<file path="src/rtl/cory_pix_unpack2d_if.sv">
// Bus bundle for the 2D pixel unpacker: frame command, DMA word stream and pixel stream.
// The slave modport is the unpacker's view. The master modport is the surrounding system's view.
interface cory_pix_unpack2d_if #(
  parameter int D = 64,
  parameter int P = 8,
  parameter int R = 11
);
  logic         i_cmd_v;
  logic [R-1:0] i_cmd_width;
  logic [R-1:0] i_cmd_height;
  logic         o_cmd_r;

  logic         i_din_v;
  logic [D-1:0] i_din_d;
  logic         o_din_r;

  logic         o_pix_v;
  logic [P-1:0] o_pix_d;
  logic         i_pix_r;
  logic         o_pix_sol;
  logic         o_pix_eol;
  logic         o_pix_sof;
  logic         o_pix_eof;

  logic         o_busy;

  modport slave (
    input  i_cmd_v, i_cmd_width, i_cmd_height,
    output o_cmd_r,
    input  i_din_v, i_din_d,
    output o_din_r,
    output o_pix_v, o_pix_d, o_pix_sol, o_pix_eol, o_pix_sof, o_pix_eof,
    input  i_pix_r,
    output o_busy
  );

  modport master (
    output i_cmd_v, i_cmd_width, i_cmd_height,
    input  o_cmd_r,
    output i_din_v, i_din_d,
    input  o_din_r,
    input  o_pix_v, o_pix_d, o_pix_sol, o_pix_eol, o_pix_sof, o_pix_eof,
    output i_pix_r,
    input  o_busy
  );
endinterface

</file>
<file path="src/rtl/cory_pix_unpack2d.sv">
// Unpacks D-bit DMA words into a P-bit pixel stream for a width x height frame.
// Each pixel carries line and frame markers. Any pad pixels at the end of a line are dropped.
module cory_pix_unpack2d #(
  parameter int D = 64,
  parameter int P = 8,
  parameter int R = 11
) (
  input  logic              clk,
  input  logic              reset_n,
  cory_pix_unpack2d_if.slave bus
);

  localparam int N  = D / P;
  localparam int KW = (N > 1) ? $clog2(N) : 1;

  typedef enum logic [1:0] {
    S_IDLE,
    S_RUN,
    S_DONE
  } state_e;

  state_e         state_q, state_d;
  logic           cmd_v_q;
  logic [R-1:0]   width_q, height_q;
  logic [R-1:0]   x_q, y_q;
  logic [KW-1:0]  k_q;
  logic [D-1:0]   hold_q;
  logic           hold_v_q;

  logic start;
  logic pix_hs;
  logic din_hs;
  logic eol;
  logic eof;
  logic word_end;
  logic din_r;

  // A start is a fresh rising edge of the command. Edges seen in RUN or DONE are ignored.
  assign start    = bus.i_cmd_v & ~cmd_v_q & (state_q == S_IDLE);
  assign pix_hs   = hold_v_q & bus.i_pix_r;
  assign eol      = (x_q == width_q - R'(1));
  assign eof      = eol & (y_q == height_q - R'(1));
  assign word_end = (k_q == KW'(N - 1)) | eol;
  assign din_hs   = din_r & bus.i_din_v;

  // NOTE: every output of this block gets a default first, so no path can infer a latch.
  always_comb begin
    state_d = state_q;
    din_r   = 1'b0;
    unique case (state_q)
      S_IDLE: begin
        if (start) begin
          if ((bus.i_cmd_width != '0) && (bus.i_cmd_height != '0)) state_d = S_RUN;
          else                                                     state_d = S_DONE;
        end
      end
      S_RUN: begin
        // Refill as the last pixel of the word leaves, so the stream has no bubble.
        // The word after the frame's eof pixel belongs to the next frame, so it is never taken here.
        din_r = ~hold_v_q | (pix_hs & word_end & ~eof);
        if (pix_hs && eof) state_d = S_DONE;
      end
      S_DONE:  state_d = S_IDLE;
      default: state_d = S_IDLE;
    endcase
  end

  // NOTE: sequential state uses non-blocking assignments only, so every register samples pre-edge values.
  always_ff @(posedge clk or negedge reset_n) begin
    if (!reset_n) state_q <= S_IDLE;
    else          state_q <= state_d;
  end

  always_ff @(posedge clk or negedge reset_n) begin
    if (!reset_n) begin
      // This flop resets high. A command that is already high at reset release must first be seen low.
      cmd_v_q  <= 1'b1;
      width_q  <= '0;
      height_q <= '0;
      x_q      <= '0;
      y_q      <= '0;
      k_q      <= '0;
      hold_q   <= '0;
      hold_v_q <= 1'b0;
    end else begin
      cmd_v_q <= bus.i_cmd_v;
      if (start) begin
        width_q  <= bus.i_cmd_width;
        height_q <= bus.i_cmd_height;
        x_q      <= '0;
        y_q      <= '0;
        k_q      <= '0;
        hold_v_q <= 1'b0;
      end else if (state_q == S_RUN) begin
        if (din_hs) begin
          hold_q   <= bus.i_din_d;
          hold_v_q <= 1'b1;
        end else if (pix_hs && word_end) begin
          hold_v_q <= 1'b0;
        end
        if (pix_hs) begin
          k_q <= word_end ? '0 : k_q + KW'(1);
          x_q <= eol ? '0 : x_q + R'(1);
          if (eol) y_q <= eof ? '0 : y_q + R'(1);
        end
      end else begin
        hold_v_q <= 1'b0;
      end
    end
  end

  assign bus.o_din_r   = din_r;
  assign bus.o_cmd_r   = (state_q == S_DONE);
  assign bus.o_busy    = (state_q == S_RUN);
  assign bus.o_pix_v   = hold_v_q;
  assign bus.o_pix_d   = hold_q[k_q*P +: P];
  assign bus.o_pix_sol = hold_v_q & (x_q == '0);
  assign bus.o_pix_eol = hold_v_q & eol;
  assign bus.o_pix_sof = hold_v_q & (x_q == '0) & (y_q == '0);
  assign bus.o_pix_eof = hold_v_q & eof;

endmodule

</file>
<file path="src/flat_wrapper.sv">
// flat-port wrapper written by rule: the top's interface ports become plain ports
module cory_pix_unpack2d_flat 
#(
  parameter int D = 64,
  parameter int P = 8,
  parameter int R = 11
)
  (clk, reset_n, bus_i_cmd_v, bus_i_cmd_width, bus_i_cmd_height, bus_o_cmd_r, bus_i_din_v, bus_i_din_d, bus_o_din_r, bus_o_pix_v, bus_o_pix_d, bus_o_pix_sol, bus_o_pix_eol, bus_o_pix_sof, bus_o_pix_eof, bus_i_pix_r, bus_o_busy);
  cory_pix_unpack2d_if #(.D(D), .P(P), .R(R)) bus_i ();
  input  logic clk;
  input  logic reset_n;
  input wire logic [$bits(bus_i.i_cmd_v)-1:0] bus_i_cmd_v;
  input wire logic [$bits(bus_i.i_cmd_width)-1:0] bus_i_cmd_width;
  input wire logic [$bits(bus_i.i_cmd_height)-1:0] bus_i_cmd_height;
  output wire logic [$bits(bus_i.o_cmd_r)-1:0] bus_o_cmd_r;
  input wire logic [$bits(bus_i.i_din_v)-1:0] bus_i_din_v;
  input wire logic [$bits(bus_i.i_din_d)-1:0] bus_i_din_d;
  output wire logic [$bits(bus_i.o_din_r)-1:0] bus_o_din_r;
  output wire logic [$bits(bus_i.o_pix_v)-1:0] bus_o_pix_v;
  output wire logic [$bits(bus_i.o_pix_d)-1:0] bus_o_pix_d;
  output wire logic [$bits(bus_i.o_pix_sol)-1:0] bus_o_pix_sol;
  output wire logic [$bits(bus_i.o_pix_eol)-1:0] bus_o_pix_eol;
  output wire logic [$bits(bus_i.o_pix_sof)-1:0] bus_o_pix_sof;
  output wire logic [$bits(bus_i.o_pix_eof)-1:0] bus_o_pix_eof;
  input wire logic [$bits(bus_i.i_pix_r)-1:0] bus_i_pix_r;
  output wire logic [$bits(bus_i.o_busy)-1:0] bus_o_busy;
  assign bus_i.i_cmd_v = bus_i_cmd_v;
  assign bus_i.i_cmd_width = bus_i_cmd_width;
  assign bus_i.i_cmd_height = bus_i_cmd_height;
  assign bus_o_cmd_r = bus_i.o_cmd_r;
  assign bus_i.i_din_v = bus_i_din_v;
  assign bus_i.i_din_d = bus_i_din_d;
  assign bus_o_din_r = bus_i.o_din_r;
  assign bus_o_pix_v = bus_i.o_pix_v;
  assign bus_o_pix_d = bus_i.o_pix_d;
  assign bus_o_pix_sol = bus_i.o_pix_sol;
  assign bus_o_pix_eol = bus_i.o_pix_eol;
  assign bus_o_pix_sof = bus_i.o_pix_sof;
  assign bus_o_pix_eof = bus_i.o_pix_eof;
  assign bus_i.i_pix_r = bus_i_pix_r;
  assign bus_o_busy = bus_i.o_busy;
  cory_pix_unpack2d #(.D(D), .P(P), .R(R)) u_core (.clk(clk), .reset_n(reset_n), .bus(bus_i));
endmodule
</file>
<file path="config.mk">
export PLATFORM = sky130hd
export DESIGN_NAME = cory_pix_unpack2d_flat
export DESIGN_NICKNAME = d
export VERILOG_FILES = /design/src/rtl/cory_pix_unpack2d_if.sv /design/src/rtl/cory_pix_unpack2d.sv /design/src/flat_wrapper.sv
export SDC_FILE = /design/constraint.sdc
export NUM_CORES = 1
export LEC_CHECK = 0
export BUFFER_PORTS_ARGS = -buffer_cell sky130_fd_sc_hd__buf_2
export CELL_PAD_IN_SITES_DETAIL_PLACEMENT = 1
export CELL_PAD_IN_SITES_GLOBAL_PLACEMENT = 2
export CORE_ASPECT_RATIO = 1.5
export CORE_MARGIN = 5
export CORE_UTILIZATION = 28
export DETAILED_ROUTE_END_ITERATION = 7
export HOLD_SLACK_MARGIN = 0.12
export PLACE_DENSITY = 0.68
export SYNTH_ARGS = -nofsm -noshare
export SYNTH_HDL_FRONTEND = slang
export SYNTH_SLANG_ARGS = --single-unit
</file>
<file path="constraint.sdc">
create_clock -name clk -period 3.3 [get_ports clk]
set_clock_uncertainty 0.1 [all_clocks]
set_input_delay 0.66 -clock clk [delete_from_list [all_inputs] [get_ports clk]]
set_output_delay 0.66 -clock clk [all_outputs]
set_load 0.01 [all_outputs]
</file>
==> metrics.md, run 1 <==
| Metric | Value |
|---|---|
| Status | finished with violations |
| Failing checks | setup timing |
| Crit start category | flip-flop |
| Critical Path Sink Type | flip-flop |
| CTS Sinks | 115 |
| Area Overhead vs Synth | 33.7% |
| Row count | 66 |
| Core Area | 0.0217 mm2 |
| Hold_sp | bus_i_cmd_v |
| Grt total ovfl | 0 |
| First-pass GRT wire length | 29,700 um |
| Post-synth top area share | 46.2% |
| Cell Area, Synth | 0.00618 mm2 |
| #FFs+latches synth | 115 |
| # DRC | 0 |
| Most used DFF post-synth | dfrtp_1 |
| EDFF count, synth | 0 |
| Fin. Hold Viols | 0 |
| DIE HEIGHT | 192 um |
| Final worst setup slack | -198 ps |
| Final critical-path required period | 3500 ps |
| FMAX | 286 MHz |
| Starting Density | 28.5% |
| Slew Limit Fails | 0 |
| Avg Inst Size Synth | 11.2 um2 |
| FF+latch area | 0.00288 mm2 |
| Leak pwr | 3.65 nW |
| Placed cells | 932 |
| Post-synth cell types | 62 |
| Synth warn | 0 |
| Diodes inserted | 0 |
| Worst-Margin Slew | 808 ps |
| Worst path cell trace | or4_4 -> nor4_4 -> xnor2_2 -> and4_4 -> a31o_4 -> o211ai_2 -> buf_4 -> buf_4 -> buf_4 -> a21oi_4 -> buf_12 -> buf_12 -> clkbuf_16 -> mux2_1 |
| GRT Util Overall | 15.1% |
| Relative slew margins | 45.9% |
| Crit path largest cell delay | 560 ps |
| Critical Path AT | 3690 ps |
| Layout Cells excl Fill | 989 |
| Worst path slowest cell | or4_4 |
| Initial antenna violation count | 2 |
| FILL cells | 2,395 |
| RSZ-0062 raised after global routing | yes |
| Setup violators final | 66 |
| Via density | 5.06 |
| Ports | 107 |
| Power Density | 867 mW/mm2 |
| Post-synthesis sequential area ratio | 46.6% |
| Largest net degree at the start of global routing | 81 |
| CTS tree | yes |
| Mapped Cells | 554 |
| Worst Setup Path Type | flip-flop to flip-flop |
| PortBufs | 106 |
| Worst reg2reg path endpoint | u_core.hold_q[39] |
| H-tree depth | 4 |
| Via count | 5,001 |
| Syn_nets | 653 |
| Multi-input logic area | 0.00330 mm2 |
| Worst-case hold slack | 261 ps |
| Worst-Skew Late Latency | 420 ps |
| Mean routed wirelength per cell | 19.7 um |
| R2r startpoint | u_core.width_q[6] |
| Number of global-route vias before repair | 5,532 |
| FFs w/ async S/R, synth | 100% |
| CTS buffer count | 17 |
| Layout cells sized above 1 | 36.5% |
| Register-to-register setup slack | -200 ps |
| Worst hold path cell count | 1 |
| Clk pin slew, worst setup/hold paths | 50 ps |
| VDD IR max | 0.516 mV |
| Final net count | 803 |
| WHS Endpoint | u_core.cmd_v_q |
| Total power | 0.00716 W |
| Max Root-Sink Buffers | 2 |
| Period utilization | 106% |
| R2R depth | 14 |
| Largest cells by area after synthesis | dfrtp_1 (46%), mux2_1 (11%), mux4_2 (5.8%) |
| Post-route ant nets | 0 |
| Drt first-iter violations | 132 |
| Initial DRT Pass Iterations | 4 |
| Top cell by count, worst path | buf_4 |
| Max-Cap Viols | 0 |
| GP Congestion | 0.784 |
| Die area | 0.0252 mm2 |
| Hpwl dp | 13,700 um |
| TNS Setup | -8610 ps |
| Root buf cell | clkbuf_16 |
| CP Data Required Time | 3500 ps |
| Cell taking the most area after synthesis | dfrtp_1 |
| Final Routed Wirelength | 19,500 um |
| Worst Hold Class | input pin to flip-flop |
| Die X | 131 um |
| Crit Path Max Fanout | 6 |
==> state kept, by name, summed over array words and instances (netlist names) <==
register	cells
u_core.hold_q	64
u_core.height_q	11
u_core.width_q	11
u_core.x_q	11
u_core.y_q	11
u_core.k_q	3
u_core.state_q	2
u_core.bus.o_pix_v	1
u_core.cmd_v_q	1
==> layer usage <==
metal  part of all wire [%]  track usage (%)  vias up
met3                    5.2             4.95       24
met4                    1.4             4.91        4
met5                   0.13                0        -
met2                     53             27.7      126
met1                     40             16.4     2524
li1                       -                -     2323
==> what timing repair did <==
| action | CTS | global route |
|---|---|---|
| pin swaps | 8 | 10 |
| cloned | 0 | 9 |
| hold endpoints to repair | 2 | 0 |
| buffers inserted | 9 | 6 |
| gates resized for setup | 21 | 24 |
| setup endpoints to repair | 24 | 67 |
| hold buffers | 1 | 0 |
==> cell type report <==
| cell class | instances | share of cell area [%] |
|---|---|---|
| Sequential cell | 115 | 34.9 |
| Timing Repair Buffer | 157 | 13.4 |
| Tap cell | 272 | 4.12 |
| Clock inverter | 10 | 1.61 |
| Multi-Input combinational cell | 400 | 39.9 |
| Clock buffer | 22 | 5.50 |
| Inverter | 13 | 0.591 |
==> worst max path at each step <==
stage / startpoint / endpoint / slack [ps] / cells past startpoint
6_report: u_core.width_q[6] / u_core.hold_q[39] / -200 / 14
5_1_grt: u_core.width_q[6] / bus_o_din_r / -310 / 8
4_1_cts: u_core.height_q[1] / bus_o_din_r / -160 / 11
3_5_place_dp: u_core.width_q[3] / u_core.hold_q[45] / -3 / 11
3_3_place_gp: u_core.width_q[3] / bus_o_din_r / 110 / 9
2_1_floorplan: u_core.width_q[3] / bus_o_din_r / 230 / 8
==> Yosys cell counts, types with 2 or more instances <==
| master | number |
|---|---|
| a211oi_1 | 6 |
| a21boi_0 | 2 |
| a21oi_1 | 4 |
| a221oi_1 | 2 |
| a22o_1 | 5 |
| a31o_2 | 2 |
| a31oi_1 | 3 |
| a41oi_1 | 2 |
| and2_1 | 2 |
| and3_1 | 11 |
| and4_1 | 4 |
| buf_1 | 3 |
| buf_2 | 2 |
| buf_6 | 6 |
| clkbuf_1 | 15 |
| dfrtp_1 | 114 |
| ha_1 | 8 |
| inv_1 | 13 |
| mux2_1 | 60 |
| mux2_2 | 13 |
| mux4_2 | 16 |
| nand2_1 | 81 |
| nand2b_1 | 5 |
| nand3_1 | 12 |
| nand4_1 | 10 |
| nor2_1 | 19 |
| nor2b_1 | 2 |
| nor3_1 | 13 |
| nor3b_1 | 4 |
| nor4_1 | 10 |
| nor4_2 | 3 |
| nor4b_1 | 4 |
| o211ai_1 | 3 |
| o21ai_0 | 28 |
| o21bai_1 | 2 |
| o31ai_1 | 2 |
| or2_2 | 2 |
| or3_1 | 6 |
| or4b_2 | 2 |
| xnor2_1 | 20 |
| xor2_1 | 12 |
==> stage by stage <==
stage               util [%]  cell area, um2  setup WS (ps)
floorplan                  -            6180            232
global placement        32.8            7130            107
detailed placement      32.8            7130          -3.15
CTS                     36.5            7920           -160
global route            38.0            8260           -306
finish                  38.0            8260           -198
==> cell families (layout without fill, tap and decap cells) <==
family	after synthesis	count (layout)	share of synthesized area, %
flip-flops	115	115	46.6
AO/OA/AOI/OAI	71	71	7.82
multiplexers	90	90	19.3
buffers and inverters	39	202	3.14
adder cells (fa/ha/maj)	8	8	1.62
AND/OR/NAND/NOR	199	199	17.0
XOR/XNOR	32	32	4.54
==> placed cells by master, fill, tap and decap left out, types with 3 or more instances in the layout <==
master and n:
nor3b_1 3, mux2_2 13, nand4_1 10, or3_1 5, nor4_4 3, buf_2 105, nand2b_1 5, o211ai_1 3
and3_1 11, and4_1 4, clkbuf_1 4, a22o_1 5, clkbuf_16 22, nand3_1 12, nor4_1 9, buf_12 7
mux2_4 13, inv_1 11, clkinv_2 4, xor2_1 12, nand2_1 81, buf_4 36, mux4_2 16, xnor2_1 18
nor2_1 17, a211oi_1 6, mux2_1 47, ha_1 7, a21oi_1 4, dfrtp_1 113, nor3_1 13, o21ai_0 28
bufinv_16 3, a31oi_1 3, clkinvlp_4 3
==> where the power goes <==
group / internal, W / switching, W
logic: 0.00156 / 0.00130
registers: 0.00197 / 0.000462
clock network: 0.00120 / 0.000665
total: 0.00473 / 0.00243
==> critical path, delay by kind of cell (launching register included) <==
kind            cells  cell delay (ps)
compound gates      3              400
xor+xnor            1              190
buf+inv             6              840
flops               1              380
mux                 1              320
simple gates        3             1160
Note: power is estimated with default switching activity, not from simulation.
==> inputs of run 2 (changes only) <==
--- a/config.mk
+++ b/config.mk
@@ -9,7 +9,7 @@
 export CELL_PAD_IN_SITES_DETAIL_PLACEMENT = 1
 export CELL_PAD_IN_SITES_GLOBAL_PLACEMENT = 2
 export CORE_ASPECT_RATIO = 1.5
-export CORE_MARGIN = 5
+export CORE_MARGIN = 10
 export CORE_UTILIZATION = 28
 export DETAILED_ROUTE_END_ITERATION = 7
 export HOLD_SLACK_MARGIN = 0.12
==> metrics.md, run 2 (synthesis results as in run 1) <==
| Metric | Value |
|---|---|
| Register-to-register setup slack | 30 ps (+230 ps) |
| Max-Cap Viols | 0 (unchanged) |
| Top reg by flops | u_core.hold_q |
| Leak pwr | 3.66 nW (+0.36%) |
| Via density | 5.10 (+0.76%) |
| PortBufs | 106 (unchanged) |
| Core Area | 0.0217 mm2 (unchanged) |
| VDD IR max | 0.471 mV (-8.8%) |
| Critical Path AT | 2690 ps (-1000 ps) |
| Layout cells sized above 1 | 38.0% (+1.5 points) |
| Hpwl dp | 14,700 um (+6.9%) |
| Setup violators final | 2 (-97%) |
| Commonest non-fill, non-tap cell in the layout | dfrtp_1 |
| Critical Path Sink Type | output pin |
| R2R depth | 14 (unchanged) |
| Status | finished with violations |
| # DRC | 0 (unchanged) |
| Worst-Skew Late Latency | 420 ps (about the same) |
| R2r startpoint | u_core.width_q[2] |
| Die area | 0.0285 mm2 (+13%) |
| Root buf cell | clkbuf_16 |
| Fin. Hold Viols | 0 (unchanged) |
| Grt total ovfl | 0 (unchanged) |
| Final net count | 802 (-0.12%) |
| Number of global-route vias before repair | 5,773 (+4.4%) |
| FMAX | 290 MHz (+1.3%) |
| CTS buffer count | 17 (unchanged) |
| DIE HEIGHT | 202 um (+5.2%) |
| Initial DRT Pass Iterations | 4 (unchanged) |
| Worst-Margin Slew | 774 ps (-33.3 ps) |
| CP Data Required Time | 2540 ps (-960 ps) |
| Worst path slowest cell | dfrtp_1 |
| Post-route ant nets | 0 (unchanged) |
| Crit path largest cell delay | 370 ps (-190 ps) |
| H-tree depth | 4 (unchanged) |
| Slew Limit Fails | 0 (unchanged) |
| Worst reg2reg path endpoint | u_core.hold_q[13] |
| Failing checks | setup timing |
| Final worst setup slack | -153 ps (+45.4 ps) |
| Power Density | 889 mW/mm2 (+2.5%) |
| Worst Hold Class | input pin to asynchronous set/reset pin |
| CTS tree | yes |
| Die X | 141 um (+7.6%) |
| Final critical-path required period | 3450 ps (-45.4 ps) |
| Crit Path Max Fanout | 4 (-2) |
| Worst path cell trace | inv_1 -> ha_2 -> buf_6 -> buf_12 -> nor4b_2 -> a31oi_1 -> nand4_1 -> buf_4 -> nand3_2 -> o211ai_2 -> a21boi_2 -> buf_2 |
| Hold-fix buffers at CTS | 0 (-1) |
| Via count | 5,029 (+0.56%) |
| RSZ-0062 raised after global routing | yes |
| Final core utilization | 38.2% (+0.19 points) |
| Largest net degree at the start of global routing | 76 (-6.2%) |
| Final Routed Wirelength | 20,200 um (+3.6%) |
| Starting Density | 28.5% (unchanged) |
| CTS Sinks | 115 (unchanged) |
| Largest register FFs | 64 (unchanged) |
| Crit start category | flip-flop |
| Row count | 66 (unchanged) |
| Ports | 107 (unchanged) |
| GRT Util Overall | 14.1% (-0.98 points) |
| Period utilization | 105% (-1.4 points) |
| Clk pin slew, worst setup/hold paths | 60 ps (about the same) |
| Max Root-Sink Buffers | 2 (unchanged) |
| Total power | 0.00738 W (+3.0%) |
| Drt first-iter violations | 173 (+31%) |
| GP Congestion | 0.784 (about the same) |
| Area Overhead vs Synth | 34.3% |
| Worst Setup Path Type | flip-flop to output pin |
| Mean routed wirelength per cell | 20.5 um (+3.8%) |
| First-pass GRT wire length | 31,900 um (+7.5%) |
| Relative slew margins | 48.2% (+2.2 points) |
| Diodes inserted | 0 (unchanged) |
| Most frequent cells in the layout | dfrtp_1 (109), buf_2 (105), nand2_1 (81) |
| Initial antenna violation count | 1 (-1) |
run 2: cell types whose count changed in the layout (fill, tap and decap cells not counted), moves of 3 or more:
cell      delta
clkbuf_1     -4
clkinv_2     -3
clkinv_4     +5
dfrtp_1      -4
dfrtp_2      +4
inv_6        +3
mux2_1       +3
run 2: layout make-up:
| cell class | count | area (um2) |
|---|---|---|
| clock inverter | 14 | 203 |
| tap | 272 | 340 |
| clock buffer | 17 | 425 |
| multi-input combinational | 400 | 3330 |
| sequential | 115 | 2890 |
| inverter | 13 | 48.8 |
| fill | 2396 | 13400 |
| timing repair buffer | 156 | 1070 |
run 2: metrics by stage:
stage | hold slack, ps | cell area, um2 | setup TNS (ps) | cells | setup slack, ps
3_5_place_dp | 372 | 7150 | 0 | 931 | 43.4
3_3_place_gp | 362 | 7150 | 0 | 931 | 123
4_1_cts | 156 | 7960 | -234 | 973 | -139
5_1_grt | 170 | 8300 | -4970 | 987 | -281
6_report | 129 | 8300 | -253 | 987 | -153
2_1_floorplan | 264 | 6180 | 0 | 554 | 232
run 2: layer usage:
layer / vias up / wire length (um) / track usage [%] / part of all wire (%)
met2: 127 / 10800 / 25.0 / 53
met4: 2 / 437 / 4.70 / 2.2
met1: 2537 / 7800 / 15.2 / 39
li1: 2331 / - / - / -
met3: 32 / 1200 / 4.83 / 5.9
met5: - / 13 / 0 / 0.064
run 2: worst max-delay path by stage:
stage,startpoint,endpoint,slack (ps),depth (start not counted)
after floorplan,u_core.width_q[3],bus_o_din_r,230,8
after global placement,u_core.height_q[1],bus_o_din_r,120,11
after detailed placement,u_core.width_q[3],bus_o_din_r,40,9
after CTS,u_core.height_q[0],bus_o_din_r,-140,11
after global routing,u_core.width_q[2],bus_o_din_r,-280,10
final,u_core.width_q[0],bus_o_din_r,-150,12
run 2: worst max-delay path: cells and delay by family, from the launching register on:
| family | cells | cell delay, ps |
|---|---|---|
| simple gates | 3 | 610 |
| compound gates | 3 | 450 |
| fa+ha+maj | 1 | 190 |
| flops | 1 | 370 |
| buf+inv | 5 | 650 |
run 2: repair_timing:
| item | 4_1_cts | 5_1_grt |
|---|---|---|
| cloned | 0 | 6 |
| buffers inserted | 11 | 9 |
| resized for setup | 20 | 34 |
| pin swaps | 11 | 14 |
| endpoints found under the setup margin | 3 | 67 |
run 2: report_power, final:
group          internal [W]  switching, W
Combinational       0.00160       0.00131
Sequential          0.00197      0.000502
Clock               0.00127      0.000721
Total               0.00484       0.00254
==> inputs of run 3 (changes only) <==
--- a/config.mk
+++ b/config.mk
@@ -6,14 +6,12 @@
 export NUM_CORES = 1
 export LEC_CHECK = 0
 export BUFFER_PORTS_ARGS = -buffer_cell sky130_fd_sc_hd__buf_2
-export CELL_PAD_IN_SITES_DETAIL_PLACEMENT = 1
-export CELL_PAD_IN_SITES_GLOBAL_PLACEMENT = 2
 export CORE_ASPECT_RATIO = 1.5
 export CORE_MARGIN = 10
 export CORE_UTILIZATION = 28
 export DETAILED_ROUTE_END_ITERATION = 7
 export HOLD_SLACK_MARGIN = 0.12
-export PLACE_DENSITY = 0.68
+export PLACE_DENSITY = 0.5
 export SYNTH_ARGS = -nofsm -noshare
 export SYNTH_HDL_FRONTEND = slang
 export SYNTH_SLANG_ARGS = --single-unit
==> metrics.md, run 3 (synthesis results as in run 1) <==
| Metric | Value |
|---|---|
| GR peak layer | met2 |
| Number of global-route vias before repair | 5,373 (-6.9%) |
| Post-place instance area | 0.00710 mm2 (-0.66%) |
| Crit start category | flip-flop |
| Critical Path AT | 2660 ps (-30 ps) |
| Via density | 5.06 (-0.76%) |
| Via count | 4,925 (-2.1%) |
| Die X | 141 um (unchanged) |
| FMAX | 293 MHz (+1.1%) |
| Crit path largest cell delay | 460 ps (+90 ps) |
| Commonest non-fill, non-tap cell in the layout | dfrtp_1 |
| Largest register FFs | 64 (unchanged) |
| Slew Limit Fails | 0 (unchanged) |
| Largest net degree at the start of global routing | 65 (-14%) |
| Hold-fix buffers at CTS | 0 (unchanged) |
| Fin. Hold Viols | 0 (unchanged) |
| Ports | 107 (unchanged) |
| First-pass GRT wire length | 28,500 um (-11%) |
| CTS buffer count | 17 (unchanged) |
| Met1 GRT Util | 13.7% (-1.4 points) |
| Worst Setup Path Type | flip-flop to output pin |
| M3 GR Usage | 4.01% (-0.82 points) |
| Diodes inserted | 0 (unchanged) |
| M2 GR Usage | 21.8% (-3.2 points) |
| Clk pin slew, worst setup/hold paths | 60 ps (about the same) |
| Root buf cell | clkbuf_16 |
| Critical Path Sink Type | output pin |
| Failing checks | setup timing |
| Starting Density | 28.5% (unchanged) |
| Drt first-iter violations | 210 (+21%) |
| Worst Hold Class | input pin to asynchronous set/reset pin |
| Period utilization | 104% (-1.1 points) |
| DIE HEIGHT | 202 um (unchanged) |
| Final critical-path required period | 3420 ps (-36.4 ps) |
| Final Routed Wirelength | 17,700 um (-12%) |
| Worst-Skew Late Latency | 410 ps (about the same) |
| Relative slew margins | 51.7% (+3.6 points) |
| Max Root-Sink Buffers | 2 (unchanged) |
| Initial DRT Pass Iterations | 4 (unchanged) |
| CTS Sinks | 115 (unchanged) |
| Worst-Margin Slew | 721 ps (-53.1 ps) |
| Final net count | 789 (-1.6%) |
| CTS tree | yes |
| Die area | 0.0285 mm2 (unchanged) |
| Worst path cell trace | buf_4 -> or3_1 -> nor4_4 -> xnor2_1 -> and4_4 -> nand3_4 -> o211ai_4 -> a21boi_2 -> buf_2 |
| Final worst setup slack | -117 ps (+36.4 ps) |
| H-tree depth | 4 (unchanged) |
| Power Density | 865 mW/mm2 (-2.7%) |
| Initial antenna violation count | 0 (-1) |
| Hpwl dp | 13,100 um (-11%) |
| # DRC | 0 (unchanged) |
| Core Area | 0.0217 mm2 (unchanged) |
| Mean routed wirelength per cell | 18.2 um (-11%) |
| VDD IR max | 0.628 mV (+33%) |
| WP buf/inv | 2 (-3) |
| GRT Util Overall | 12.4% (-1.7 points) |
| Worst path slowest cell | or3_1 |
| CP Data Required Time | 2540 ps (about the same) |
| Top reg by flops | u_core.hold_q |
| FILL cells | 2,172 (-9.3%) |
| PortBufs | 106 (unchanged) |
| Row count | 66 (unchanged) |
| Worst-case hold slack | 170 ps (+40.8 ps) |
| GP Congestion | 0.844 (+7.7%) |
| Crit Path Max Fanout | 3 (-1) |
| Max-Cap Viols | 0 (unchanged) |
| Most frequent cells in the layout | dfrtp_1 (113), buf_2 (105), nand2_1 (81) |
| Setup violators final | 3 (+1) |
| Leak pwr | 3.51 nW (-4.2%) |
| Register-to-register setup slack | 80 ps (+50 ps) |
| Area Overhead vs Synth | 29.2% |
| Status | finished with violations |
| Layout cells sized above 1 | 34.8% (-3.3 points) |
| Post-route ant nets | 0 (unchanged) |
| Crit path max-delay family | simple AND/OR/NAND/NOR gates |
| Grt total ovfl | 0 (unchanged) |
| RSZ-0062 raised after global routing | yes |
| Finished layout cell area | 0.00798 mm2 (-3.8%) |
-- run 3: cell count changes in the layout (fill, tap and decap cells not counted), sizes merged --
| cell | change |
|---|---|
| buf | -10 |
| clkbuf | -3 |
| clkinvlp | +3 |
| bufinv | -2 |
| clkinv | -1 |
-- run 3: worst paths after layout --
path,start,end,cells after the start
hold / removal,reset_n,u_core.width_q[6],1
setup / recovery,u_core.width_q[0],bus_o_din_r,9
max in group asynchronous,reset_n,u_core.hold_q[33],2
hold reg to reg,u_core.hold_q[20],u_core.hold_q[20],1
setup reg to reg,u_core.width_q[0],u_core.hold_q[33],11
min in group clk,bus_i_cmd_v,u_core.cmd_v_q,1
-- run 3: layer usage --
layer | routed length (um) | vias to the layer above | share of wire, %
met2 | 9080 | 157 | 51
met5 | 0 | - | 0
met1 | 7130 | 2448 | 40
li1 | - | 2298 | -
met3 | 1190 | 22 | 6.7
met4 | 340 | 0 | 1.9
-- run 3: metrics by stage --
step / util (%) / total power, W / setup WS, ps / cells / TNS [ps]
2_1_floorplan: - / 0.00401 / 232 / 554 / 0
3_3_place_gp: 32.7 / 0.00477 / 110 / 928 / 0
3_5_place_dp: 32.7 / 0.00486 / 80.4 / 928 / 0
4_1_cts: 36.3 / 0.00689 / -162 / 971 / -274
5_1_grt: 36.8 / 0.00736 / -253 / 974 / -714
6_report: 36.8 / 0.00691 / -117 / 974 / -184
-- run 3: power breakdown --
part,total (W),switching (W),internal (W),leakage [nW]
clock network,0.00183,0.000715,0.00112,0.272
logic,0.00266,0.00125,0.00140,1.83
registers,0.00242,0.000450,0.00197,1.41
-- run 3: final cells by class --
class,instances,area (um2),share of cell area (%)
clock inverter,14,156,1.96
clock buffer,17,425,5.33
timing repair buffer,143,845,10.6
multi-input combinational,400,3290,41.2
sequential,115,2880,36.1
inverter,13,48.8,0.611
tap,272,340,4.26
-- run 3: timing repair --
action | 4_1_cts | 5_1_grt
setup endpoints to repair | 2 | 3
gates resized for setup | 20 | 18
buffers inserted | 12 | 3
endpoints found under the hold margin | 0 | 0
pin swaps | 12 | 9
